`config.mk`:
```
export PLATFORM = sky130hd
export DESIGN_NAME = team_08_rect_engine_flat
export DESIGN_NICKNAME = d
export VERILOG_FILES = /design/src/rtl/team_08_rect_engine_if.sv /design/src/rtl/team_08_rect_engine.sv /design/src/flat_wrapper.sv
export SDC_FILE = /design/constraint.sdc
export NUM_CORES = 1
export LEC_CHECK = 0
export ABC_AREA = 1
export CAP_MARGIN = 20
export CORE_ASPECT_RATIO = 1.25
export CORE_MARGIN = 10
export CORE_UTILIZATION = 63
export CTS_BUF_LIST = sky130_fd_sc_hd__clkbuf_4 sky130_fd_sc_hd__clkbuf_8
export CTS_CLUSTER_DIAMETER = 50
export DETAILED_ROUTE_END_ITERATION = 12
export PLACE_DENSITY_LB_ADDON = 0.3
export SKIP_LAST_GASP = 1
export SLEW_MARGIN = 20
export SYNTH_ARGS = -nofsm -noshare
export SYNTH_HDL_FRONTEND = slang
export SYNTH_SLANG_ARGS = --single-unit
```
`constraint.sdc`:
```
create_clock -name clk -period 3.5 [get_ports clk]
set_clock_uncertainty 0.2 [all_clocks]
set_input_delay 1.05 -clock clk [delete_from_list [all_inputs] [get_ports clk]]
set_output_delay 1.05 -clock clk [all_outputs]
set_load 0.05 [all_outputs]
```
`src/rtl/team_08_rect_engine_if.sv`:
```
// Config, pixel and hit bundle for the team_08 rectangle hit engine.
// master drives table writes and pixels; slave returns the registered hit results.
interface team_08_rect_engine_if #(
  parameter int unsigned NUM_RECTS = 8,
  parameter int unsigned X_W       = 9,
  parameter int unsigned Y_W       = 8
);
  localparam int unsigned ID_W = $clog2(NUM_RECTS);

  logic                 cfg_we;
  logic [ID_W-1:0]      cfg_idx;
  logic [X_W-1:0]       cfg_x0;
  logic [X_W-1:0]       cfg_x1;
  logic [Y_W-1:0]       cfg_y0;
  logic [Y_W-1:0]       cfg_y1;
  logic                 cfg_en;
  logic                 frame_start;
  logic                 pix_valid;
  logic [X_W-1:0]       x;
  logic [Y_W-1:0]       y;
  logic                 hit_valid;
  logic [NUM_RECTS-1:0] hit_mask;
  logic                 hit_any;
  logic [ID_W-1:0]      hit_id;

  modport master (
    output cfg_we, cfg_idx, cfg_x0, cfg_x1, cfg_y0, cfg_y1, cfg_en, frame_start,
    output pix_valid, x, y,
    input  hit_valid, hit_mask, hit_any, hit_id
  );

  modport slave (
    input  cfg_we, cfg_idx, cfg_x0, cfg_x1, cfg_y0, cfg_y1, cfg_en, frame_start,
    input  pix_valid, x, y,
    output hit_valid, hit_mask, hit_any, hit_id
  );
endinterface

```
`src/rtl/team_08_rect_engine.sv`:
```
// Double-buffered rectangle table with a 2-stage per-pixel hit test.
// Outputs a registered hit mask and the lowest-index winning slot.
module team_08_rect_engine #(
  parameter int unsigned NUM_RECTS = 8,
  parameter int unsigned X_W       = 9,
  parameter int unsigned Y_W       = 8
) (
  input  logic                  clk,
  input  logic                  nRst,
  team_08_rect_engine_if.slave  rect_io
);
  localparam int unsigned IdW = $clog2(NUM_RECTS);

  typedef struct packed {
    logic [X_W-1:0] x0;
    logic [X_W-1:0] x1;
    logic [Y_W-1:0] y0;
    logic [Y_W-1:0] y1;
    logic           en;
  } rect_t;

  rect_t shadow_q [NUM_RECTS];
  rect_t shadow_d [NUM_RECTS];
  rect_t active_q [NUM_RECTS];
  rect_t active_d [NUM_RECTS];
  rect_t cfg_rect;

  logic [NUM_RECTS-1:0] xin_d, xin_q;
  logic [NUM_RECTS-1:0] yin_d, yin_q;
  logic                 valid1_q;

  logic [NUM_RECTS-1:0] mask_d, hit_mask_q;
  logic [IdW-1:0]       id_d, hit_id_q;
  logic                 hit_valid_q, hit_any_q;

  assign cfg_rect = {rect_io.cfg_x0, rect_io.cfg_x1, rect_io.cfg_y0, rect_io.cfg_y1,
                     rect_io.cfg_en};

  // Commit copies the post-write shadow, so a coincident write reaches the new frame.
  always_comb begin
    shadow_d = shadow_q;
    if (rect_io.cfg_we && (32'(rect_io.cfg_idx) < NUM_RECTS)) begin
      shadow_d[rect_io.cfg_idx] = cfg_rect;
    end
    active_d = active_q;
    if (rect_io.frame_start) begin
      active_d = shadow_d;
    end
  end

  always_comb begin
    xin_d = '0;
    yin_d = '0;
    for (int i = 0; i < int'(NUM_RECTS); i++) begin
      xin_d[i] = active_q[i].en && (rect_io.x >= active_q[i].x0) &&
                 (rect_io.x <= active_q[i].x1);
      yin_d[i] = (rect_io.y >= active_q[i].y0) && (rect_io.y <= active_q[i].y1);
    end
  end

  always_comb begin
    mask_d = xin_q & yin_q & {NUM_RECTS{valid1_q}};
    id_d   = '0;
    for (int i = int'(NUM_RECTS) - 1; i >= 0; i--) begin
      if (mask_d[i]) begin
        id_d = IdW'(i);
      end
    end
  end

  always_ff @(posedge clk or negedge nRst) begin
    if (!nRst) begin
      shadow_q <= '{default: '0};
      active_q <= '{default: '0};
    end else begin
      shadow_q <= shadow_d;
      active_q <= active_d;
    end
  end

  always_ff @(posedge clk or negedge nRst) begin
    if (!nRst) begin
      xin_q       <= '0;
      yin_q       <= '0;
      valid1_q    <= 1'b0;
      hit_valid_q <= 1'b0;
      hit_mask_q  <= '0;
      hit_any_q   <= 1'b0;
      hit_id_q    <= '0;
    end else begin
      xin_q       <= xin_d;
      yin_q       <= yin_d;
      valid1_q    <= rect_io.pix_valid;
      hit_valid_q <= valid1_q;
      hit_mask_q  <= mask_d;
      hit_any_q   <= |mask_d;
      hit_id_q    <= id_d;
    end
  end

  assign rect_io.hit_valid = hit_valid_q;
  assign rect_io.hit_mask  = hit_mask_q;
  assign rect_io.hit_any   = hit_any_q;
  assign rect_io.hit_id    = hit_id_q;
endmodule

```
`src/flat_wrapper.sv`:
```
// flat-port wrapper written by rule: the top's interface ports become plain ports
module team_08_rect_engine_flat 
#(
  parameter int unsigned NUM_RECTS = 8,
  parameter int unsigned X_W       = 9,
  parameter int unsigned Y_W       = 8
)
  (clk, nRst, rect_io_cfg_we, rect_io_cfg_idx, rect_io_cfg_x0, rect_io_cfg_x1, rect_io_cfg_y0, rect_io_cfg_y1, rect_io_cfg_en, rect_io_frame_start, rect_io_pix_valid, rect_io_x, rect_io_y, rect_io_hit_valid, rect_io_hit_mask, rect_io_hit_any, rect_io_hit_id);
  team_08_rect_engine_if #(.NUM_RECTS(NUM_RECTS), .X_W(X_W), .Y_W(Y_W)) rect_io_i ();
  input  logic clk;
  input  logic nRst;
  input wire logic [$bits(rect_io_i.cfg_we)-1:0] rect_io_cfg_we;
  input wire logic [$bits(rect_io_i.cfg_idx)-1:0] rect_io_cfg_idx;
  input wire logic [$bits(rect_io_i.cfg_x0)-1:0] rect_io_cfg_x0;
  input wire logic [$bits(rect_io_i.cfg_x1)-1:0] rect_io_cfg_x1;
  input wire logic [$bits(rect_io_i.cfg_y0)-1:0] rect_io_cfg_y0;
  input wire logic [$bits(rect_io_i.cfg_y1)-1:0] rect_io_cfg_y1;
  input wire logic [$bits(rect_io_i.cfg_en)-1:0] rect_io_cfg_en;
  input wire logic [$bits(rect_io_i.frame_start)-1:0] rect_io_frame_start;
  input wire logic [$bits(rect_io_i.pix_valid)-1:0] rect_io_pix_valid;
  input wire logic [$bits(rect_io_i.x)-1:0] rect_io_x;
  input wire logic [$bits(rect_io_i.y)-1:0] rect_io_y;
  output wire logic [$bits(rect_io_i.hit_valid)-1:0] rect_io_hit_valid;
  output wire logic [$bits(rect_io_i.hit_mask)-1:0] rect_io_hit_mask;
  output wire logic [$bits(rect_io_i.hit_any)-1:0] rect_io_hit_any;
  output wire logic [$bits(rect_io_i.hit_id)-1:0] rect_io_hit_id;
  assign rect_io_i.cfg_we = rect_io_cfg_we;
  assign rect_io_i.cfg_idx = rect_io_cfg_idx;
  assign rect_io_i.cfg_x0 = rect_io_cfg_x0;
  assign rect_io_i.cfg_x1 = rect_io_cfg_x1;
  assign rect_io_i.cfg_y0 = rect_io_cfg_y0;
  assign rect_io_i.cfg_y1 = rect_io_cfg_y1;
  assign rect_io_i.cfg_en = rect_io_cfg_en;
  assign rect_io_i.frame_start = rect_io_frame_start;
  assign rect_io_i.pix_valid = rect_io_pix_valid;
  assign rect_io_i.x = rect_io_x;
  assign rect_io_i.y = rect_io_y;
  assign rect_io_hit_valid = rect_io_i.hit_valid;
  assign rect_io_hit_mask = rect_io_i.hit_mask;
  assign rect_io_hit_any = rect_io_i.hit_any;
  assign rect_io_hit_id = rect_io_i.hit_id;
  team_08_rect_engine #(.NUM_RECTS(NUM_RECTS), .X_W(X_W), .Y_W(Y_W)) u_core (.clk(clk), .nRst(nRst), .rect_io(rect_io_i));
endmodule
```
=== After elaboration in Yosys (flattened, before gate mapping) ===
Cells that the tools add are included.

* Word-level logic and storage cells: 162
* Output and inout bits: 13
* Register bits after elaboration: 590

* Bitwise gates (word level): 3
* Reductions and logical operators: 26
* Magnitude comparators: 34
* Multiplexer cells: 12

{| class="wikitable"
|+ Operators with widths
! cell !! count
|-
| $bwmux 280 || 1
|-
| $mux 280 || 1
|-
| $demux 35 s3 || 1
|-
| $ge 9x9->1 || 8
|-
| $le 9x9->1 || 8
|-
| $ge 8x8->1 || 8
|-
| $le 8x8->1 || 8
|-
| $mux 35 || 1
|-
| $logic_and 1x1->1 || 25
|-
| $mux 3 || 8
|-
| $and 8x8->8 || 2
|-
| $reduce_or 8->1 || 1
|-
| $ge 4x4->1 const B || 1
|-
| $lt 4x1->1 const B || 1
|-
| $not 3->4 || 1
|}

=== Longest topological paths before layout ===
Gate-level depths: netlist of the first run.

* Depth in word-level cells: 10
* Depth in mapped cells: 11
* Mapped depth without buffers: 11

=== Worst setup path before layout of the first run ===
No wires, ideal clock.

* Kind: input to register
* From: input port rect_io_x[0]
* To: register u_core.xin_q[4]
* Stages: 8
* Setup slack: 1.207 ns
* Setup time: 0.114 ns
* Arrival: 1.979 ns
* Path through: inv_1 -> ha_1 -> nand2_1 -> nor2_1 -> nand3_1 -> nand4_1 -> nand2_1 -> nor2_1

* Cells in the longest elaborated chain, start to end: 3
* Elaborated cells between the ends (all ways): 4
* Classes of those cells: order compare: 2; reduce/logical: 2

{| class="wikitable"
|+ RTL lines
! element !! line !! source
|-
| from (decl) || flat_wrapper.sv:21 || <nowiki>input wire logic [$bits(rect_io_i.x)-1:0] rect_io_x;</nowiki>
|-
| $ge 9x9->1 || team_08_rect_engine.sv:55 || <nowiki>xin_d[i] = active_q[i].en && (rect_io.x >= active_q[i].x0) &&</nowiki>
|-
| $logic_and 1x1->1 || team_08_rect_engine.sv:55 ||
|-
| $logic_and 1x1->1 (*) || team_08_rect_engine.sv:55 ||
|-
| via u_core.xin_d[4] || team_08_rect_engine.sv:28 || <nowiki>logic [NUM_RECTS-1:0] xin_d, xin_q;</nowiki>
|-
| to (signal assigned) || team_08_rect_engine.sv:91 || <nowiki>xin_q <= xin_d;</nowiki>
|-
| to (decl) || team_08_rect_engine.sv:28 ||
|}

The timed path passes the listed nets; every way through them passes the cells marked *.
A chain may end at the register's enable or synchronous reset.

=== Worst setup path in the final report of the first run ===
* From: register u_core.hit_any_q, in the netlist u_core.rect_io.hit_any
* To: output port rect_io_hit_any

{| class="wikitable"
|+ RTL lines
! element !! line !! source
|-
| from (decl) || team_08_rect_engine.sv:34 || <nowiki>logic hit_valid_q, hit_any_q;</nowiki>
|-
| from (signal assigned) || team_08_rect_engine.sv:96 || <nowiki>hit_any_q <= |mask_d;</nowiki>
|-
| to (decl) || flat_wrapper.sv:25 || <nowiki>output wire logic [$bits(rect_io_i.hit_any)-1:0] rect_io_hit_any;</nowiki>
|}

No word-level cell between the ends.

==> metrics.cfg, run 1 <==
[timing]
hold_viol = 0
holdWs_ns = 0.1389
setup_tns_ns = 0
setup_viol = 0
rsz0062_at_grt = false
tightest_slew_ns = 0.9271
slew_headroom = 0.3812
fin_crit_sh = 0.8712
max_freq_mhz = 328.0
finalCriticalPeriod_ns = 3.049
final_max_slew_viol_count = 0

[setup_path]
cpPeakStageDelay_ns = 0.80
startpoint_type = flip-flop
worstPathCellList = clkdlybuf4s50_1
r2r_slack_ns = 1.47
worst_setup_path_end_kind = output pin
crit_fanout = 1
cp_data_required_time_ns = 2.25
crit_family = buffers and inverters
arrival_ns = 1.80
path_class = flip-flop to output pin
cp_slowest_cell = clkdlybuf4s50_1
crit_buf_inv = 1

[synthesis]
synth_seq_cells = 590
muxShareOfSynthArea = 0.01204
synth_top_family_by_area = simple AND/OR/NAND/NOR gates
synth-xor-area-share = 0
synth_area_per_cell_um2 = 8.908
yosysWarnings = 0
synth.distinct_cells = 23
synth-simple-area-share = 0.1471
seq_area_frac_synth = 0.5260
syn-cell-area_mm2 = 0.02807
synth-compound-area-share = 0.1197
synthCells = 3151
syn_nets = 3483
synth_fa_ha_area_frac = 0.1212

[clocking]
cts_max_level = 3
cts_resized = 0
root_buffer = clkbuf_8
cts_sinks = 590
clock_latency_ns = 0.68
clk_pin_slew_ns = 0.06
cts_setup_buffers = 0
cts_hold_buf = 0
cts_buffer_depth = 3
cts_tree = done
numCtsBuffers = 89

[route]
vias_per_cell = 5.552
wl_per_cell_um = 17.70
wirelength_mm = 69.03
ant_nets = 0
vias = 21650
drtPass1Iterations = 6
drt-initial-drc-count = 1431
post-route-drc-count = 0

[global_route]
grt_max_degree = 98
use_met3 = 0.03795
grt_pass1_wl_mm = 112.6
grt_util_met1 = 0.3142
grt_use_total = 0.2579
grt-ovfl-total = 0
use_met2 = 0.4371
grt.busiest_layer = met2
first_global_vias = 22100
antenna_found_initial = 2

[die]
die-height_um = 256.0
io-pin-count = 73
start_util = 0.6362
die_area_mm2 = 0.05345
core_area_mm2 = 0.04412
row_count = 86
chipWidth_um = 208.8

[power]
swShare = 0.2980
intPower_mw = 13.05
seq_power_share = 0.456
clockPowerShare = 0.330
switchingPower_mw = 5.542
p_per_area_mw_per_mm2 = 583.0
ir_drop_v = 0.0003863
combPwrFrac = 0.214
p_leak_nw = 16.39

[layout]
nNetsFinal = 3591
layout-drive-gt1-share = 0.07845
area_growth_pct = 13.64
finish.utilization = 0.7231

[status]
outcome = complete, no violations

[run]
maxCapViolCount = 0

[min_path]
min_path_type = primary input to async pin

[placement]
place_congestion = 0.8773
dp_hpwl_mm = 46.23
port-buffer-count = 72

-- registers in the layout, summed over array words and instances (netlist names) --
| register | cells |
|---|---|
| u_core.rect_io.hit_mask | 8 |
| u_core.rect_io.hit_any | 1 |
| u_core.shadow_q | 280 |
| u_core.yin_q | 8 |
| u_core.rect_io.hit_id | 3 |
| u_core.xin_q | 8 |
| u_core.active_q | 280 |
| u_core.valid1_q | 1 |
| u_core.rect_io.hit_valid | 1 |
-- worst paths after layout --
| path | cells after the start | start | endpoint |
|---|---|---|---|
| worst min register to register | 2 | u_core.active_q[35] | u_core.xin_q[6] |
| max in group asynchronous | 2 | nRst | u_core.shadow_q[238] |
| worst max register to register | 6 | u_core.valid1_q | u_core.rect_io.hit_id[0] |
| min in group clk | 2 | u_core.active_q[35] | u_core.xin_q[6] |
| worst max-delay path | 1 | u_core.rect_io.hit_any | rect_io_hit_any |
| worst min-delay path | 1 | nRst | u_core.shadow_q[12] |
-- final cells by class --
| class | instances | area, um2 |
|---|---|---|
| timing repair buffer | 133 | 1564 |
| sequential | 590 | 14760 |
| inverter | 433 | 1625 |
| fill | 3185 | 12220 |
| clock inverter | 6 | 85.08 |
| antenna | 1 | 2.502 |
| clock buffer | 153 | 1887 |
| tap | 572 | 715.7 |
| multi-input combinational | 2012 | 11260 |
-- synthesized netlist by cell type --
master	number	area (um2)
buf_2	12	60.06
o21ai_0	497	2487
buf_1	25	93.84
nor3b_1	1	7.510
o21ai_1	8	40.04
nor2_2	1	6.260
o21bai_1	8	60.06
o21a_1	16	120.1
nor3_1	2	10.01
nor3_2	1	10.01
dfrtp_1	590	14760
mux2_2	30	337.8
nand2_1	841	3157
nand4_1	28	175.2
a21oi_1	117	585.6
clkbuf_1	79	296.5
a31oi_1	1	6.260
ha_1	272	3403
a21o_1	8	60.06
nand3b_1	8	60.06
nand3_1	43	215.2
inv_1	433	1625
nor2_1	130	488.0
-- power groups by stage --
stage | Combinational [mW] | Sequential [mW] | Clock [mW]
after CTS | 3.96 | 8.48 | 6.20
after global placement | 3.65 | 8.54 | 0
after floorplan | 2.64 | 8.48 | 0
final | 3.98 | 8.49 | 6.13
after detailed placement | 3.91 | 8.59 | 0
after global routing | 4.58 | 8.59 | 6.53
-- per-layer routing --
| layer | wire (um) | part of all wire |
|---|---|---|
| met2 | 34300 | 0.50 |
| met3 | 3796 | 0.055 |
| met1 | 27840 | 0.40 |
| met4 | 3094 | 0.045 |
| met5 | 0 | 0 |
-- worst reg2reg max path: stages, from the launching register on --
cell     delay (ns)
dfrtp_1        0.60
nand3_1        0.32
o21ai_0        0.24
nand2_1        0.08
nand2_1        0.06
nand2_1        0.05
a21oi_1        0.35
-- cells in the final DEF, fill, tap and decap left out, types with 8 or more instances in the layout --
cell type,netlist,routed
a21o_1,8,8
a21oi_1,117,117
buf_12,0,30
buf_4,0,31
clkbuf_4,0,35
clkbuf_8,0,118
clkdlybuf4s50_1,0,70
dfrtp_1,590,590
ha_1,272,272
inv_1,433,433
mux2_2,30,30
nand2_1,841,835
nand3_1,43,42
nand3b_1,8,8
nand4_1,28,28
nor2_1,130,130
o21a_1,16,16
o21ai_0,497,497
o21ai_1,8,8
o21bai_1,8,8
-- cell families after synthesis --
kind of cell,after synthesis
AOI/OAI and AO/OA,655
adders and majority gates,272
muxes,30
and+or+nand+nor,1055
DFF,590
buffers and inverters,549
-- metrics by stage --
step                      total power [mW]  cell area, um2  setup slack (ns)  instances
final                                18.60           31900            0.4509       3900
after global routing                 19.71           31900            0.4000       3900
after CTS                            18.64           31900            0.4059       3899
after detailed placement             12.50           29930            0.1650       3740
after global placement               12.18           29930            0.1679       3740
after floorplan                      11.12           28070             1.207       3151
Note: power is estimated with default switching activity, not from simulation.
==> run 2: changes to the inputs <==
- MAX_ROUTING_LAYER: default -> met4
==> metrics.cfg, run 2 (synthesis gave the netlist of run 1 again) <==
[clocking]
cts_hold_buf = 0
clock_latency_ns = 0.68
cts_resized = 0
clk_pin_slew_ns = 0.07
cts_max_level = 3
numCtsBuffers = 90
cts_setup_buffers = 0
cts_tree = done
root_buffer = clkbuf_8
cts_buffer_depth = 3
cts_sinks = 590

[layout]
finish.utilization = 0.7240
area_growth_pct = 13.79
fin_area_mm2 = 0.03194
final-seq-area_mm2 = 0.01476
final_cell_mix = nand2_1 (835), dfrtp_1 (590), o21ai_0 (497)
final_common_cell = nand2_1
reg_top3 = u_core.active_q x280, u_core.shadow_q x280
nNetsFinal = 3589
layout-drive-gt1-share = 0.07900
fillers = 3260
multi_input_area_mm2 = 0.01126

[power]
clockPowerShare = 0.337
swShare = 0.2977
p_leak_nw = 16.42
combPwrFrac = 0.211
intPower_mw = 13.21
switchingPower_mw = 5.599
p_per_area_mw_per_mm2 = 588.8
ir_drop_v = 0.0004147
seq_power_share = 0.451

[timing]
fin_crit_sh = 0.8747
hold_viol = 0
final_max_slew_viol_count = 0
tightest_slew_ns = 0.8532
max_freq_mhz = 326.6
setup_tns_ns = 0
setup_viol = 0
finalCriticalPeriod_ns = 3.061
rsz0062_at_grt = false
slew_headroom = 0.4306

[die]
core_area_mm2 = 0.04412
row_count = 86
chipWidth_um = 208.8
die_area_mm2 = 0.05345
io-pin-count = 73
start_util = 0.6362
die-height_um = 256.0

[setup_path]
arrival_ns = 1.81
crit_path_start = u_core.rect_io.hit_id[0]
worst_setup_path_end_kind = output pin
r2r-start = u_core.valid1_q
crit_fanout = 1
crit_buf_inv = 1
cpPeakStageDelay_ns = 0.80
crit_family = buffers and inverters
worstPathCellList = clkdlybuf4s50_1
cp_data_required_time_ns = 2.25
cp_slowest_cell = clkdlybuf4s50_1
startpoint_type = flip-flop
path_class = flip-flop to output pin

[global_route]
first_global_vias = 22360
grt_max_degree = 102
grt_pass1_wl_mm = 113.0
grt-ovfl-total = 0
antenna_found_initial = 1
grt_use_total = 0.2679

[route]
wl_met3_mm = 3.738
drt-initial-drc-count = 1585
top_layer_used = met4
vias_per_cell = 5.555
ant_nets = 0
post-route-drc-count = 0
wl_per_cell_um = 17.79
wl_met2_mm = 34.76
wirelength_mm = 69.42
drtPass1Iterations = 7
wl_met1_mm = 27.85
vias = 21680

[min_path]
min_path_type = primary input to async pin

[placement]
placed_area_mm2 = 0.02988
dp_hpwl_mm = 46.47
place_congestion = 0.8723
port-buffer-count = 72

[run]
maxCapViolCount = 0

[status]
outcome = complete, no violations

-- run 2: area by class of cell --
cell class                 count  area share
clock buffer                 148     0.05868
clock inverter                16    0.005719
tap                          572     0.02241
multi-input combinational   2012      0.3524
timing repair buffer         130     0.04748
inverter                     433     0.05089
antenna                        2   0.0001567
sequential                   590      0.4623
-- run 2: routing by layer --
metal,vias to the layer above,track usage
met2,691,0.4497
li1,10350,-
met4,0,0.1303
met5,-,-
met1,10470,0.3129
met3,178,0.03503
-- run 2: path summary, 6_finish.rpt --
| kind | to | slack (ns) | depth (start not counted) |
|---|---|---|---|
| min in group clk | u_core.shadow_q[262] | 0.29 | 2 |
| setup reg to reg | u_core.rect_io.hit_id[0] | 1.38 | 6 |
| hold / removal | u_core.active_q[46] | 0.11 | 1 |
| max in group asynchronous | u_core.shadow_q[237] | 2.02 | 2 |
| setup / recovery | rect_io_hit_id[0] | 0.44 | 1 |
| hold reg to reg | u_core.shadow_q[262] | 0.29 | 2 |
-- run 2: stage by stage --
stage                     cells  hold WS [ns]  total power, mW  setup WS, ns
after floorplan            3151        0.1519            11.12         1.207
after global placement     3737        0.2682            12.18        0.2203
after detailed placement   3737        0.2808            12.50        0.1462
after CTS                  3901       0.09501            18.85        0.3939
after global routing       3902        0.1259            19.92        0.3908
final                      3903        0.1138            18.81        0.4385
-- run 2: power groups by stage --
| stage | registers (mW) | clock network, mW | logic, mW |
|---|---|---|---|
| 6_report | 8.49 | 6.35 | 3.98 |
| 5_1_grt | 8.59 | 6.73 | 4.60 |
| 4_1_cts | 8.48 | 6.41 | 3.97 |
| 3_5_place_dp | 8.59 | 0 | 3.91 |
| 3_3_place_gp | 8.53 | 0 | 3.64 |
| 2_1_floorplan | 8.48 | 0 | 2.64 |
==> run 3: changes to the inputs <==
- CAP_MARGIN: 20 -> default
- REMOVE_ABC_BUFFERS: default -> 1
==> metrics.cfg, run 3 (synthesis gave the netlist of run 1 again) <==
[layout]
fillers = 3221
area_growth_pct = 13.48
reg_top3 = u_core.active_q x280, u_core.shadow_q x280
nNetsFinal = 3603
final_cell_mix = nand2_1 (835), dfrtp_1 (590), o21ai_0 (497)
diodes = 0
final_common_cell = nand2_1
layout-drive-gt1-share = 0.08286
fin_area_mm2 = 0.03185

[timing]
holdWs_ns = 0.1496
fin_crit_sh = 0.8833
setup_tns_ns = 0
final_max_slew_viol_count = 0
max_freq_mhz = 323.5
tightest_slew_ns = 0.8284
rsz0062_at_grt = false
slew_headroom = 0.4471
setup_viol = 0
finalCriticalPeriod_ns = 3.092
hold_viol = 0

[clocking]
cts_resized = 0
numCtsBuffers = 91
clock_latency_ns = 0.70
cts_sinks = 590
root_buffer = clkbuf_8
cts_tree = done
cts_hold_buf = 0
clk_pin_slew_ns = 0.06
cts_max_level = 3
cts_buffer_depth = 3
cts_setup_buffers = 0

[setup_path]
worstPathCellList = clkdlybuf4s50_1
r2r-start = u_core.valid1_q
crit_fanout = 1
cp_slowest_cell = clkdlybuf4s50_1
crit_family = buffers and inverters
r2r_slack_ns = 1.51
cp_data_required_time_ns = 2.25
crit_buf_inv = 1
worst_setup_path_end_kind = output pin
cpPeakStageDelay_ns = 0.81
arrival_ns = 1.84
crit_path_start = u_core.rect_io.hit_mask[7]
startpoint_type = flip-flop
path_class = flip-flop to output pin

[min_path]
min_path_type = primary input to async pin

[placement]
place_congestion = 0.9081
dp_hpwl_mm = 47.95
placed_area_mm2 = 0.02990
port-buffer-count = 72

[die]
row_count = 86
die_area_mm2 = 0.05345
start_util = 0.6362
io-pin-count = 73
die-height_um = 256.0
core_area_mm2 = 0.04412
chipWidth_um = 208.8

[power]
intPower_mw = 12.91
swShare = 0.3043
switchingPower_mw = 5.646
p_leak_nw = 16.40
p_per_area_mw_per_mm2 = 582.5
seq_power_share = 0.458
combPwrFrac = 0.215
ir_drop_v = 0.0004578
clockPowerShare = 0.327

[route]
vias_per_cell = 5.551
drt-initial-drc-count = 1504
drtPass1Iterations = 5
vias = 21730
ant_nets = 0
wirelength_mm = 70.09
wl_per_cell_um = 17.90
post-route-drc-count = 0

[run]
maxCapViolCount = 0

[global_route]
grt_max_degree = 89
antenna_found_initial = 0
first_global_vias = 22570
grt-ovfl-total = 0
grt_pass1_wl_mm = 114.6
grt_use_total = 0.2708

[status]
outcome = complete, no violations

## run 3: cell types whose count changed in the layout (fill, tap and decap cells not counted)
cell        before  now
buf_12          28   22
buf_4           30   49
bufinv_16        4    1
clkbuf_4        26   32
clkbuf_8       122  115
clkinv_2        11   12
clkinvlp_4       1    3
diode_2          2    0
inv_6            0    2
## run 3: metal layers
metal  share of wire  up-vias  wire [um]  GRT usage
met4           0.044        0       3053     0.1335
met2            0.50      703      34980     0.4520
li1                -    10340          -          -
met3           0.055      186       3851    0.03771
met5               0        -          0          -
met1            0.40    10510      28200     0.3164
## run 3: final timing paths
| kind | to | depth (start not counted) |
|---|---|---|
| setup / recovery | rect_io_hit_mask[7] | 1 |
| hold / removal | u_core.xin_q[3] | 1 |
| min in group clk | u_core.shadow_q[258] | 2 |
| hold reg to reg | u_core.shadow_q[258] | 2 |
| setup reg to reg | u_core.rect_io.hit_id[0] | 6 |
| max in group asynchronous | u_core.shadow_q[68] | 2 |
## run 3: through the flow
step / utilization / std cells / setup slack, ns / total power [mW]
floorplan: - / 3035 / -0.3761 / 11.04
global placement: 0.6777 / 3750 / 0.2341 / 12.25
detailed placement: 0.6777 / 3750 / 0.2388 / 12.54
CTS: 0.7220 / 3915 / 0.3804 / 18.63
global route: 0.7220 / 3915 / 0.3627 / 19.67
finish: 0.7220 / 3915 / 0.4085 / 18.56
## run 3: final cells by class
cell class | count | area (um2) | area share
multi-input cells | 2012 | 11260 | 0.3534
clock inverters | 18 | 130.1 | 0.004085
well taps | 572 | 715.7 | 0.02247
repair buffers | 143 | 1539 | 0.04832
inverters | 433 | 1625 | 0.05103
flip-flops and latches | 590 | 14760 | 0.4635
clock buffers | 147 | 1823 | 0.05723
## run 3: power groups by stage
stage / Clock [mW] / Combinational (mW) / Sequential (mW)
floorplan: 0 / 2.56 / 8.48
global placement: 0 / 3.70 / 8.55
detailed placement: 0 / 3.94 / 8.60
CTS: 6.15 / 3.99 / 8.49
global route: 6.46 / 4.61 / 8.59
finish: 6.06 / 4.00 / 8.50
